**config.mk**
```make
export PLATFORM = sky130hd
export DESIGN_NAME = br_tag_ctrl_flat
export DESIGN_NICKNAME = d
export VERILOG_FILES = /design/src/rtl/br_tag_ctrl_if.sv /design/src/rtl/br_tag_ctrl.sv /design/src/flat_wrapper.sv
export SDC_FILE = /design/constraint.sdc
export NUM_CORES = 1
export LEC_CHECK = 0
export CORE_MARGIN = 8
export CORE_UTILIZATION = 35
export DETAILED_ROUTE_END_ITERATION = 16
export GPL_TIMING_DRIVEN = 0
export HOLD_SLACK_MARGIN = 0.12
export PLACE_DENSITY = 0.67
export SYNTH_ARGS = -nofsm -noshare
export SYNTH_HDL_FRONTEND = slang
export SYNTH_SLANG_ARGS = --single-unit
```
**constraint.sdc**
```tcl
create_clock -name clock -period 6.4 [get_ports clock]
set_input_delay 1.28 -clock clock [delete_from_list [all_inputs] [get_ports clock]]
set_output_delay 1.28 -clock clock [all_outputs]
set_load 0.05 [all_outputs]
```
**src/rtl/br_tag_ctrl_if.sv**
```systemverilog
// Bus between dispatch / branch resolver (master) and the branch tag
// controller (slave). Only clock and reset stay outside as plain ports.
//
// Request/grant rule: dis_br_1/dis_br_2 are requests that dispatch holds
// until granted. A request is accepted in exactly the cycle its
// br_wr_en_x is high; that cycle also carries br_marker_in_x. A slot-2
// request that is not granted sees dis_hold_2=1. A slot-1 request is
// throttled by dispatch from br_stall. ex_br_done is a one-cycle event
// that needs no grant.
interface br_tag_ctrl_if #(
    parameter int NUM_TAGS = 4,
    parameter int TAG_W    = 3
) ();
    logic                dis_br_1;
    logic                dis_br_2;
    logic                ex_br_done;
    logic [TAG_W-1:0]    ex_br_marker;
    logic                ex_br_mispredict;
    logic                br_wr_en_1;
    logic                br_wr_en_2;
    logic [TAG_W-1:0]    br_marker_in_1;
    logic [TAG_W-1:0]    br_marker_in_2;
    logic                dis_hold_2;
    logic [1:0]          br_stall;
    logic                br_mispredict;
    logic [TAG_W-1:0]    br_mispre_marker;
    logic [NUM_TAGS-1:0] br_kill_mask;
    logic                state_dbg;     // 1 while the controller is in RECOVER

    modport master (
        output dis_br_1, dis_br_2, ex_br_done, ex_br_marker, ex_br_mispredict,
        input  br_wr_en_1, br_wr_en_2, br_marker_in_1, br_marker_in_2,
               dis_hold_2, br_stall, br_mispredict, br_mispre_marker,
               br_kill_mask, state_dbg
    );

    modport slave (
        input  dis_br_1, dis_br_2, ex_br_done, ex_br_marker, ex_br_mispredict,
        output br_wr_en_1, br_wr_en_2, br_marker_in_1, br_marker_in_2,
               dis_hold_2, br_stall, br_mispredict, br_mispre_marker,
               br_kill_mask, state_dbg
    );
endinterface

```
**src/rtl/br_tag_ctrl.sv**
```systemverilog
// Branch tag controller: allocates checkpoint markers (one per cycle),
// retires them on correct resolve, and turns a mispredict into a one-cycle
// recovery pulse carrying the kill mask of the branch and all younger ones.
module br_tag_ctrl #(
    parameter int NUM_TAGS = 4,
    parameter int TAG_W    = 3
) (
    input  logic         clock,
    input  logic         reset,
    br_tag_ctrl_if.slave bus
);
    localparam int IDX_W = $clog2(NUM_TAGS);

    typedef enum logic {RUN = 1'b0, RECOVER = 1'b1} state_t;

    state_t              state_q, state_d;
    logic [NUM_TAGS-1:0] valid_q, valid_d;
    logic [NUM_TAGS-1:0] gen_q, gen_d;
    // younger_q[j][s] = 1 : slot s was allocated after slot j
    logic [NUM_TAGS-1:0] younger_q [NUM_TAGS];
    logic [NUM_TAGS-1:0] younger_d [NUM_TAGS];
    logic [1:0]          stall_q, stall_d;
    logic                misp_q;
    logic [TAG_W-1:0]    mmk_q;
    logic [NUM_TAGS-1:0] kill_q;

    logic [IDX_W-1:0]    res_idx;
    logic                res_valid, mis_valid, cor_valid;
    logic [NUM_TAGS-1:0] kill_vec;
    logic                has_free;
    logic [IDX_W-1:0]    free_idx;
    logic                alloc_ok, grant_1, grant_2;
    logic [TAG_W-1:0]    grant_marker;
    logic [IDX_W:0]      free_cnt;

    // Resolve qualification, kill set and lowest-free-slot search.
    always_comb begin
        res_idx   = bus.ex_br_marker[IDX_W-1:0];
        res_valid = bus.ex_br_done & valid_q[res_idx]
                    & (gen_q[res_idx] == bus.ex_br_marker[TAG_W-1]);
        mis_valid = res_valid & bus.ex_br_mispredict;
        cor_valid = res_valid & ~bus.ex_br_mispredict;
        kill_vec  = younger_q[res_idx] | (NUM_TAGS'(1) << res_idx);
        has_free  = 1'b0;
        free_idx  = '0;
        for (int i = NUM_TAGS - 1; i >= 0; i--) begin
            if (!valid_q[i]) begin
                has_free = 1'b1;
                free_idx = IDX_W'(i);
            end
        end
        // A mispredict in the same cycle wins so no squashed branch is checkpointed.
        alloc_ok     = (state_q == RUN) & ~mis_valid & has_free;
        grant_1      = alloc_ok & bus.dis_br_1;
        grant_2      = alloc_ok & ~bus.dis_br_1 & bus.dis_br_2;
        grant_marker = {~gen_q[free_idx], free_idx};
    end

    assign bus.br_wr_en_1       = grant_1;
    assign bus.br_wr_en_2       = grant_2;
    assign bus.br_marker_in_1   = grant_1 ? grant_marker : '0;
    assign bus.br_marker_in_2   = grant_2 ? grant_marker : '0;
    assign bus.dis_hold_2       = bus.dis_br_2 & ~grant_2;
    assign bus.br_stall         = stall_q;
    assign bus.br_mispredict    = misp_q;
    assign bus.br_mispre_marker = mmk_q;
    assign bus.br_kill_mask     = kill_q;
    assign bus.state_dbg        = (state_q == RECOVER);

    // Next-state: FSM, slot table updates (resolve, kill, then allocate) and stall.
    always_comb begin
        state_d   = mis_valid ? RECOVER : RUN;
        valid_d   = valid_q;
        gen_d     = gen_q;
        younger_d = younger_q;
        stall_d   = 2'b00;
        free_cnt  = '0;
        if (cor_valid) begin
            valid_d[res_idx] = 1'b0;
            for (int j = 0; j < NUM_TAGS; j++) younger_d[j][res_idx] = 1'b0;
        end
        if (mis_valid) begin
            valid_d = valid_d & ~kill_vec;
            for (int j = 0; j < NUM_TAGS; j++) begin
                if (kill_vec[j]) younger_d[j] = '0;
                younger_d[j] = younger_d[j] & ~kill_vec;
            end
        end
        // Column uses post-resolve validity; the free slot's own bit is 0 here.
        if (grant_1 | grant_2) begin
            for (int j = 0; j < NUM_TAGS; j++) younger_d[j][free_idx] = valid_d[j];
            younger_d[free_idx] = '0;
            valid_d[free_idx]   = 1'b1;
            gen_d[free_idx]     = ~gen_q[free_idx];
        end
        for (int i = 0; i < NUM_TAGS; i++) begin
            if (!valid_d[i]) free_cnt = free_cnt + (IDX_W+1)'(1);
        end
        if (state_d == RECOVER || free_cnt == '0) stall_d = 2'b11;
        else if (free_cnt == (IDX_W+1)'(1))       stall_d = 2'b01;
        else                                      stall_d = 2'b00;
    end

    // State register and registered recovery outputs.
    always_ff @(posedge clock or negedge reset) begin
        if (!reset) begin
            state_q <= RUN;
            valid_q <= '0;
            gen_q   <= '0;
            for (int j = 0; j < NUM_TAGS; j++) younger_q[j] <= '0;
            stall_q <= 2'b00;
            misp_q  <= 1'b0;
            mmk_q   <= '0;
            kill_q  <= '0;
        end else begin
            state_q <= state_d;
            valid_q <= valid_d;
            gen_q   <= gen_d;
            for (int j = 0; j < NUM_TAGS; j++) younger_q[j] <= younger_d[j];
            stall_q <= stall_d;
            misp_q  <= mis_valid;
            mmk_q   <= mis_valid ? bus.ex_br_marker : '0;
            kill_q  <= mis_valid ? kill_vec : '0;
        end
    end
endmodule

```
**src/flat_wrapper.sv**
```systemverilog
// flat-port wrapper written by rule: the top's interface ports become plain ports
module br_tag_ctrl_flat 
#(
    parameter int NUM_TAGS = 4,
    parameter int TAG_W    = 3
)
  (clock, reset, bus_dis_br_1, bus_dis_br_2, bus_ex_br_done, bus_ex_br_marker, bus_ex_br_mispredict, bus_br_wr_en_1, bus_br_wr_en_2, bus_br_marker_in_1, bus_br_marker_in_2, bus_dis_hold_2, bus_br_stall, bus_br_mispredict, bus_br_mispre_marker, bus_br_kill_mask, bus_state_dbg);
  br_tag_ctrl_if #(.NUM_TAGS(NUM_TAGS), .TAG_W(TAG_W)) bus_i ();
  input  logic clock;
  input  logic reset;
  input wire logic [$bits(bus_i.dis_br_1)-1:0] bus_dis_br_1;
  input wire logic [$bits(bus_i.dis_br_2)-1:0] bus_dis_br_2;
  input wire logic [$bits(bus_i.ex_br_done)-1:0] bus_ex_br_done;
  input wire logic [$bits(bus_i.ex_br_marker)-1:0] bus_ex_br_marker;
  input wire logic [$bits(bus_i.ex_br_mispredict)-1:0] bus_ex_br_mispredict;
  output wire logic [$bits(bus_i.br_wr_en_1)-1:0] bus_br_wr_en_1;
  output wire logic [$bits(bus_i.br_wr_en_2)-1:0] bus_br_wr_en_2;
  output wire logic [$bits(bus_i.br_marker_in_1)-1:0] bus_br_marker_in_1;
  output wire logic [$bits(bus_i.br_marker_in_2)-1:0] bus_br_marker_in_2;
  output wire logic [$bits(bus_i.dis_hold_2)-1:0] bus_dis_hold_2;
  output wire logic [$bits(bus_i.br_stall)-1:0] bus_br_stall;
  output wire logic [$bits(bus_i.br_mispredict)-1:0] bus_br_mispredict;
  output wire logic [$bits(bus_i.br_mispre_marker)-1:0] bus_br_mispre_marker;
  output wire logic [$bits(bus_i.br_kill_mask)-1:0] bus_br_kill_mask;
  output wire logic [$bits(bus_i.state_dbg)-1:0] bus_state_dbg;
  assign bus_i.dis_br_1 = bus_dis_br_1;
  assign bus_i.dis_br_2 = bus_dis_br_2;
  assign bus_i.ex_br_done = bus_ex_br_done;
  assign bus_i.ex_br_marker = bus_ex_br_marker;
  assign bus_i.ex_br_mispredict = bus_ex_br_mispredict;
  assign bus_br_wr_en_1 = bus_i.br_wr_en_1;
  assign bus_br_wr_en_2 = bus_i.br_wr_en_2;
  assign bus_br_marker_in_1 = bus_i.br_marker_in_1;
  assign bus_br_marker_in_2 = bus_i.br_marker_in_2;
  assign bus_dis_hold_2 = bus_i.dis_hold_2;
  assign bus_br_stall = bus_i.br_stall;
  assign bus_br_mispredict = bus_i.br_mispredict;
  assign bus_br_mispre_marker = bus_i.br_mispre_marker;
  assign bus_br_kill_mask = bus_i.br_kill_mask;
  assign bus_state_dbg = bus_i.state_dbg;
  br_tag_ctrl #(.NUM_TAGS(NUM_TAGS), .TAG_W(TAG_W)) u_core (.clock(clock), .reset(reset), .bus(bus_i));
endmodule
```
== Word-level counts from Yosys, hierarchy flattened ==
Index checks and enable logic that the tools add are counted.

* Register bits after elaboration: 35
* Bits in writable memories: 0
* Memories kept: 0
* Logic and storage cells: 117
* Latch bits: 0
* Memory bits (read-only): 0
* Output and inout bits: 20

* Multiplexer cells: 53
* Bitwise operators: 35
* Divide/modulo/power cells: 0
* Shift-type cells: 1
* $lt $le $gt $ge: 7
* $add $sub $neg: 3
* Equal/unequal tests: 2
* $mul: 0
* Reduce and logical (&&, ||, !) cells: 5

{| class="wikitable"
|+ Operators by type and width
! operator !! count
|-
| 2-to-1 mux 4 bit || 15
|-
| 2-to-1 mux 16 bit || 3
|-
| AND 4 bit || 10
|-
| bitwise mux 4 bit || 5
|-
| 2-to-1 mux 3 bit || 6
|-
| AND 16 bit || 1
|-
| inverter 16 bit || 1
|-
| 2-to-1 mux 1 bit || 12
|-
| AND 1 bit || 10
|-
| 2-to-1 mux 2 bit || 5
|-
| binary-select mux 4 bit (select 2 bit) || 1
|-
| demux 4 bit (select 2 bit) || 1
|-
| inverter 4 bit || 2
|-
| OR 4 bit || 2
|-
| adder 3 x 1 -> 3 bit, second input constant || 2
|-
| binary-select mux 1 bit (select 2 bit) || 3
|-
| >= comparator 3 bit, second input constant || 2
|-
| less-than comparator 2 x 3 -> 1 bit, second input constant || 2
|-
| inverter 1 bit || 6
|-
| inverter 2 -> 3 bit || 2
|-
| demux 1 bit (select 2 bit) || 2
|-
| >= comparator 2 x 1 -> 1 bit, second input constant || 2
|-
| << shifter 1 x 2 -> 4 bit, first input constant || 1
|-
| equality test 3 x 1 -> 1 bit, second input constant || 1
|-
| other kinds (7) || 9
|}

== Longest topological paths before layout ==
* Word-level depth: 22
* Depth in mapped cells: 18
* Mapped depth without buffers: 17

== Worst setup path after synthesis ==
Ideal clock, no wire load.

* Path type: input to output
* Start point: in bus_ex_br_marker[0]
* End point: out bus_br_marker_in_2[0]
* Cell stages on the path: 8
* Arrival time: 3.432 ns
* Setup slack: 1.688 ns
* Required time: 5.120 ns
* Path through: buf_6 -> mux4_2 -> xnor2_4 -> nand3_4 -> inv_4 -> nor3_1 -> nand3b_1 -> nor2_1

* Word-level cells in the longest chain between the ends: 11

{| class="wikitable"
|+ Ends and longest elaborated chain
! what !! line !! text
|-
| start, declared || flat_wrapper.sv:14 || <nowiki>input wire logic [$bits(bus_i.ex_br_marker)-1:0] bus_ex_br_marker;</nowiki>
|-
| binary-select mux 1 bit (select 2 bit) (on tied branches) || br_tag_ctrl.sv:39, br_tag_ctrl.sv:40 ||
|-
| 2-to-1 mux 1 bit (on tied branches) || br_tag_ctrl.sv:39, br_tag_ctrl.sv:40 ||
|-
| AND 1 bit or equality test 1 bit (tied branches) || br_tag_ctrl.sv:39, br_tag_ctrl.sv:40 ||
|-
| AND 1 bit * || br_tag_ctrl.sv:40 || <nowiki>& (gen_q[res_idx] == bus.ex_br_marker[TAG_W-1]);</nowiki>
|-
| AND 1 bit * || br_tag_ctrl.sv:41 || <nowiki>mis_valid = res_valid & bus.ex_br_mispredict;</nowiki>
|-
| via u_core.mis_valid || br_tag_ctrl.sv:28 || <nowiki>logic res_valid, mis_valid, cor_valid;</nowiki>
|-
| inverter 1 bit * || br_tag_ctrl.sv:53 || <nowiki>alloc_ok = (state_q == RUN) & ~mis_valid & has_free;</nowiki>
|-
| AND 1 bit * (2 in series) || br_tag_ctrl.sv:53 ||
|-
| AND 1 bit * (2 in series) || br_tag_ctrl.sv:55 || <nowiki>grant_2 = alloc_ok & ~bus.dis_br_1 & bus.dis_br_2;</nowiki>
|-
| 2-to-1 mux 3 bit * || br_tag_ctrl.sv:62 || <nowiki>assign bus.br_marker_in_2 = grant_2 ? grant_marker : '0;</nowiki>
|-
| end, declared || flat_wrapper.sv:19 || <nowiki>output wire logic [$bits(bus_i.br_marker_in_2)-1:0] bus_br_marker_in_2;</nowiki>
|}

Mark *: on every way through the listed nets, which the timed path passes. The rest lies on a longest branch. The select of a mux whose other input is x is not followed.

== Worst setup path after layout ==
* Start point: in bus_ex_br_marker[0]
* End point: out bus_br_marker_in_2[2]

The elaborated chain is that of the path after synthesis.

==> metrics.txt <==
cell depth of the worst flop-to-flop path=15; number of gates given a new drive strength after cts=0; pin count of the biggest net entering global routing=31; Post-CTS Hold Fix Bufs=0; post-CTS setup buffers=0; total wire length after detailed routing=4680 um; count of state elements after synthesis=30; worst setup slack for register-to-register paths=between 2000 and 2500 ps; worst vdd ir=228 uV; fraction of final layout cells sized beyond drive strength 1=11.3%; most used cells in the layout excluding fill and tap cells=sky130_fd_sc_hd__dfrtp_1 (30), sky130_fd_sc_hd__clkdlybuf4s50_1 (24), sky130_fd_sc_hd__nand2_1 (23), sky130_fd_sc_hd__nor2_1 (15); number of iterations in the first detailed-routing pass=5; run status=finished clean; max-slew violation total from the final report=0; deepest clock path buffer count=2; portion of the post-synthesis area used by sequential elements=41.1%; Root Buffer=sky130_fd_sc_hd__clkbuf_8; total power after layout=0.00112 W; number of warnings issued by yosys=0; Highest Clock Rate=194 MHz; final setup margin=approximately 1300 ps; post-layout instance count excluding filler cells=about 290; share of the clock period used by the worst path=80.4%; total negative slack for setup checks=0 ps; Max stage delay on crit path=820 ps; Worst Setup End Kind=output pin; Num Clock Sinks=30; die outline width=approximately 90 um; Worst Skew=roughly 4.6 ps; slowest library cell on the worst path=sky130_fd_sc_hd__clkdlybuf4s50_1; H-tree levels=2; RR Endpoint=u_core.bus.br_stall[1]; Slew HR=25.9%; fin area=2240 um2; placement row count=26; CTS Buf Count=5; origin of the critical flop-to-flop path=u_core.gen_q[2]; final setup vio count=0; per-instance average area after synthesis=9.61 um2; area of the die=roughly 7800 um2; DRC=0; antenna violations before repair=0; most used flip-flop cell after synthesis=sky130_fd_sc_hd__dfrtp_1; first-pass GRT wire length=7960 um; Post-DP Area=between 2000 and 2500 um2; final antenna-violating net count=0; count of routing violations after the opening detailed-route iteration=141; leftover overflow at the end of global routing=0; max-cap violation count=0; via/cell ratio=5.39; Setup CP Type=in2out; TritonCTS clock tree=yes; half-perimeter wire length after detailed placement=3500 um; number of placed I/O pins=29; number of buffers inserted by port buffering=25; transition time at the pin with the least slew margin=1100 ps; via count of the first global-routing pass=1544; Worst EP arrival=~3900 ps; clock transition at the registers of the reported paths=approximately 60 ps; library cells used by synthesis=53; number of stages on the worst hold path=2; total standard cell area after synthesis=1830 um2; total placed cells including tap cells=~290; asr flop ratio synth=100%; Filler cells=527; Diodes inserted=0; Wirelength per Cell=16.0 um; commonest non-fill, non-tap cell in the layout=sky130_fd_sc_hd__dfrtp_1; setup repair after global routing missed its margin=no; critical path launch point type=input port; Initial Util=36.0%; Cell Chain, Critical Path=buf_6, mux4_2, xnor2_4, nand3_4, inv_4, nor3_1, nand3b_1, nor2_1, clkdlybuf4s50_1; Worst Min Path Start=u_core.gen_q[3]; leakage=0.975 nW; min cycle time layout=5140 ps; endpoints failing hold=0; Worst EP required=5120 ps; Hold Path Sink=u_core.gen_q[3]; number of enable flip-flop cells after synthesis=0; area inside the core boundary=5070 um2; cell count after synthesis=190; CP max FO=10; Area growth, synth to finish=22.5%; die outline height=just under 90 um; clock latency on the worst-skew pair=280 ps; routed via count=between 1500 and 2000; GRT Resource Usage Total=~13%; pwr/cell area=between 500 and 600 nW/um2; post-synth net total=approximately 200; RD Place Congestion=0.890; Place WS=1250 ps; Final #Nets=approximately 230; class of the most critical hold timing path=reg2reg
==> final cells by class <==
class / count / area, um2 / area share (%)
timing repair buffer: 25 / 245 / 11.0
sequential: 30 / 751 / 33.6
buffer: 8 / 43.8 / 1.96
inverter: 11 / 43.8 / 1.96
clock inverter: 2 / 10.0 / 0.447
clock buffer: 5 / 68.8 / 3.08
tap: 70 / 87.6 / 3.91
multi-input combinational: 141 / 987 / 44.1
==> cells by family after synthesis <==
| family | after synthesis | synth area share (%) |
|---|---|---|
| AOI/OAI and AO/OA | 41 | 18.0 |
| buffers and inverters | 19 | 4.80 |
| xor gates and xnor gates | 5 | 3.43 |
| DFF | 30 | 41.1 |
| and+or+nand+nor | 82 | 24.3 |
| muxes | 10 | 6.31 |
| adders and majority gates | 3 | 2.06 |
==> critical path: cells and delay by family <==
kind / cells / cell delay (ps)
buffers and inverters: 3 / 1030
xor gates and xnor gates: 1 / 200
muxes: 1 / 570
and+or+nand+nor: 4 / 770
==> per-layer routing <==
| metal | share of wire [%] | vias to the layer above | GRT usage, % |
|---|---|---|---|
| li1 | - | 754 | - |
| met1 | 44 | 744 | 17.3 |
| met2 | 46 | 71 | 20.8 |
| met3 | 8.7 | 5 | 3.44 |
| met4 | 0.90 | 0 | 5.99 |
| met5 | 0 | - | 0 |
==> Yosys cell counts (2+ instances only) <==
library cell / number / share of area (%)
sky130_fd_sc_hd__dfrtp_1: 30 / 41
sky130_fd_sc_hd__nand2_1: 23 / 4.7
sky130_fd_sc_hd__nor2_1: 15 / 3.1
sky130_fd_sc_hd__nand3_1: 11 / 3.0
sky130_fd_sc_hd__o21ai_0: 11 / 3.0
sky130_fd_sc_hd__inv_1: 9 / 1.9
sky130_fd_sc_hd__nand4_1: 9 / 3.1
sky130_fd_sc_hd__and2_1: 7 / 2.4
sky130_fd_sc_hd__mux2i_1: 7 / 3.8
sky130_fd_sc_hd__o31ai_1: 5 / 2.1
sky130_fd_sc_hd__clkbuf_1: 4 / 0.82
sky130_fd_sc_hd__a21oi_1: 3 / 0.82
sky130_fd_sc_hd__ha_1: 3 / 2.1
sky130_fd_sc_hd__nand2b_1: 3 / 1.0
sky130_fd_sc_hd__o21a_1: 3 / 1.2
sky130_fd_sc_hd__xor2_1: 3 / 1.4
sky130_fd_sc_hd__a221oi_1: 2 / 0.96
sky130_fd_sc_hd__buf_2: 2 / 0.55
sky130_fd_sc_hd__mux2_2: 2 / 1.2
sky130_fd_sc_hd__nand3b_1: 2 / 0.82
sky130_fd_sc_hd__nor3_1: 2 / 0.55
sky130_fd_sc_hd__nor3b_1: 2 / 0.82
sky130_fd_sc_hd__o2111ai_1: 2 / 0.96
==> registers in the layout, indices dropped and copies added (netlist names) <==
name                         flops
u_core.bus.br_mispre_marker      3
u_core.bus.br_mispredict         1
u_core.bus.br_kill_mask          4
u_core.valid_q                   4
u_core.younger_q                12
u_core.gen_q                     4
u_core.bus.br_stall              2
==> worst max path at each step <==
stage	from	end	slack, ps	depth (start not counted)
finish	bus_ex_br_marker[0]	bus_br_marker_in_2[2]	1260	9
global route	bus_ex_br_marker[0]	bus_br_marker_in_2[1]	1020	9
CTS	bus_ex_br_marker[0]	bus_br_marker_in_2[0]	1240	9
detailed placement	bus_ex_br_marker[0]	bus_br_marker_in_2[0]	1250	9
global placement	bus_ex_br_marker[0]	bus_br_marker_in_2[0]	1250	9
floorplan	bus_ex_br_marker[0]	bus_br_marker_in_2[0]	1690	8
==> stage by stage <==
| step | hold slack, ps | util (%) |
|---|---|---|
| after floorplan | 466 | - |
| after global placement | 499 | 42.6 |
| after detailed placement | 507 | 42.6 |
| after CTS | 521 | 44.2 |
| after global routing | 552 | 44.1 |
| final | 522 | 44.1 |
==> where the power goes <==
part	leakage [nW]	total (W)	switching (W)	internal [W]
logic	0.552	0.000678	0.000432	0.000246
clock network	0.0438	0.000141	0.0000684	0.0000727
registers	0.379	0.000305	0.0000483	0.000257
(Power assumes the default switching activity.)
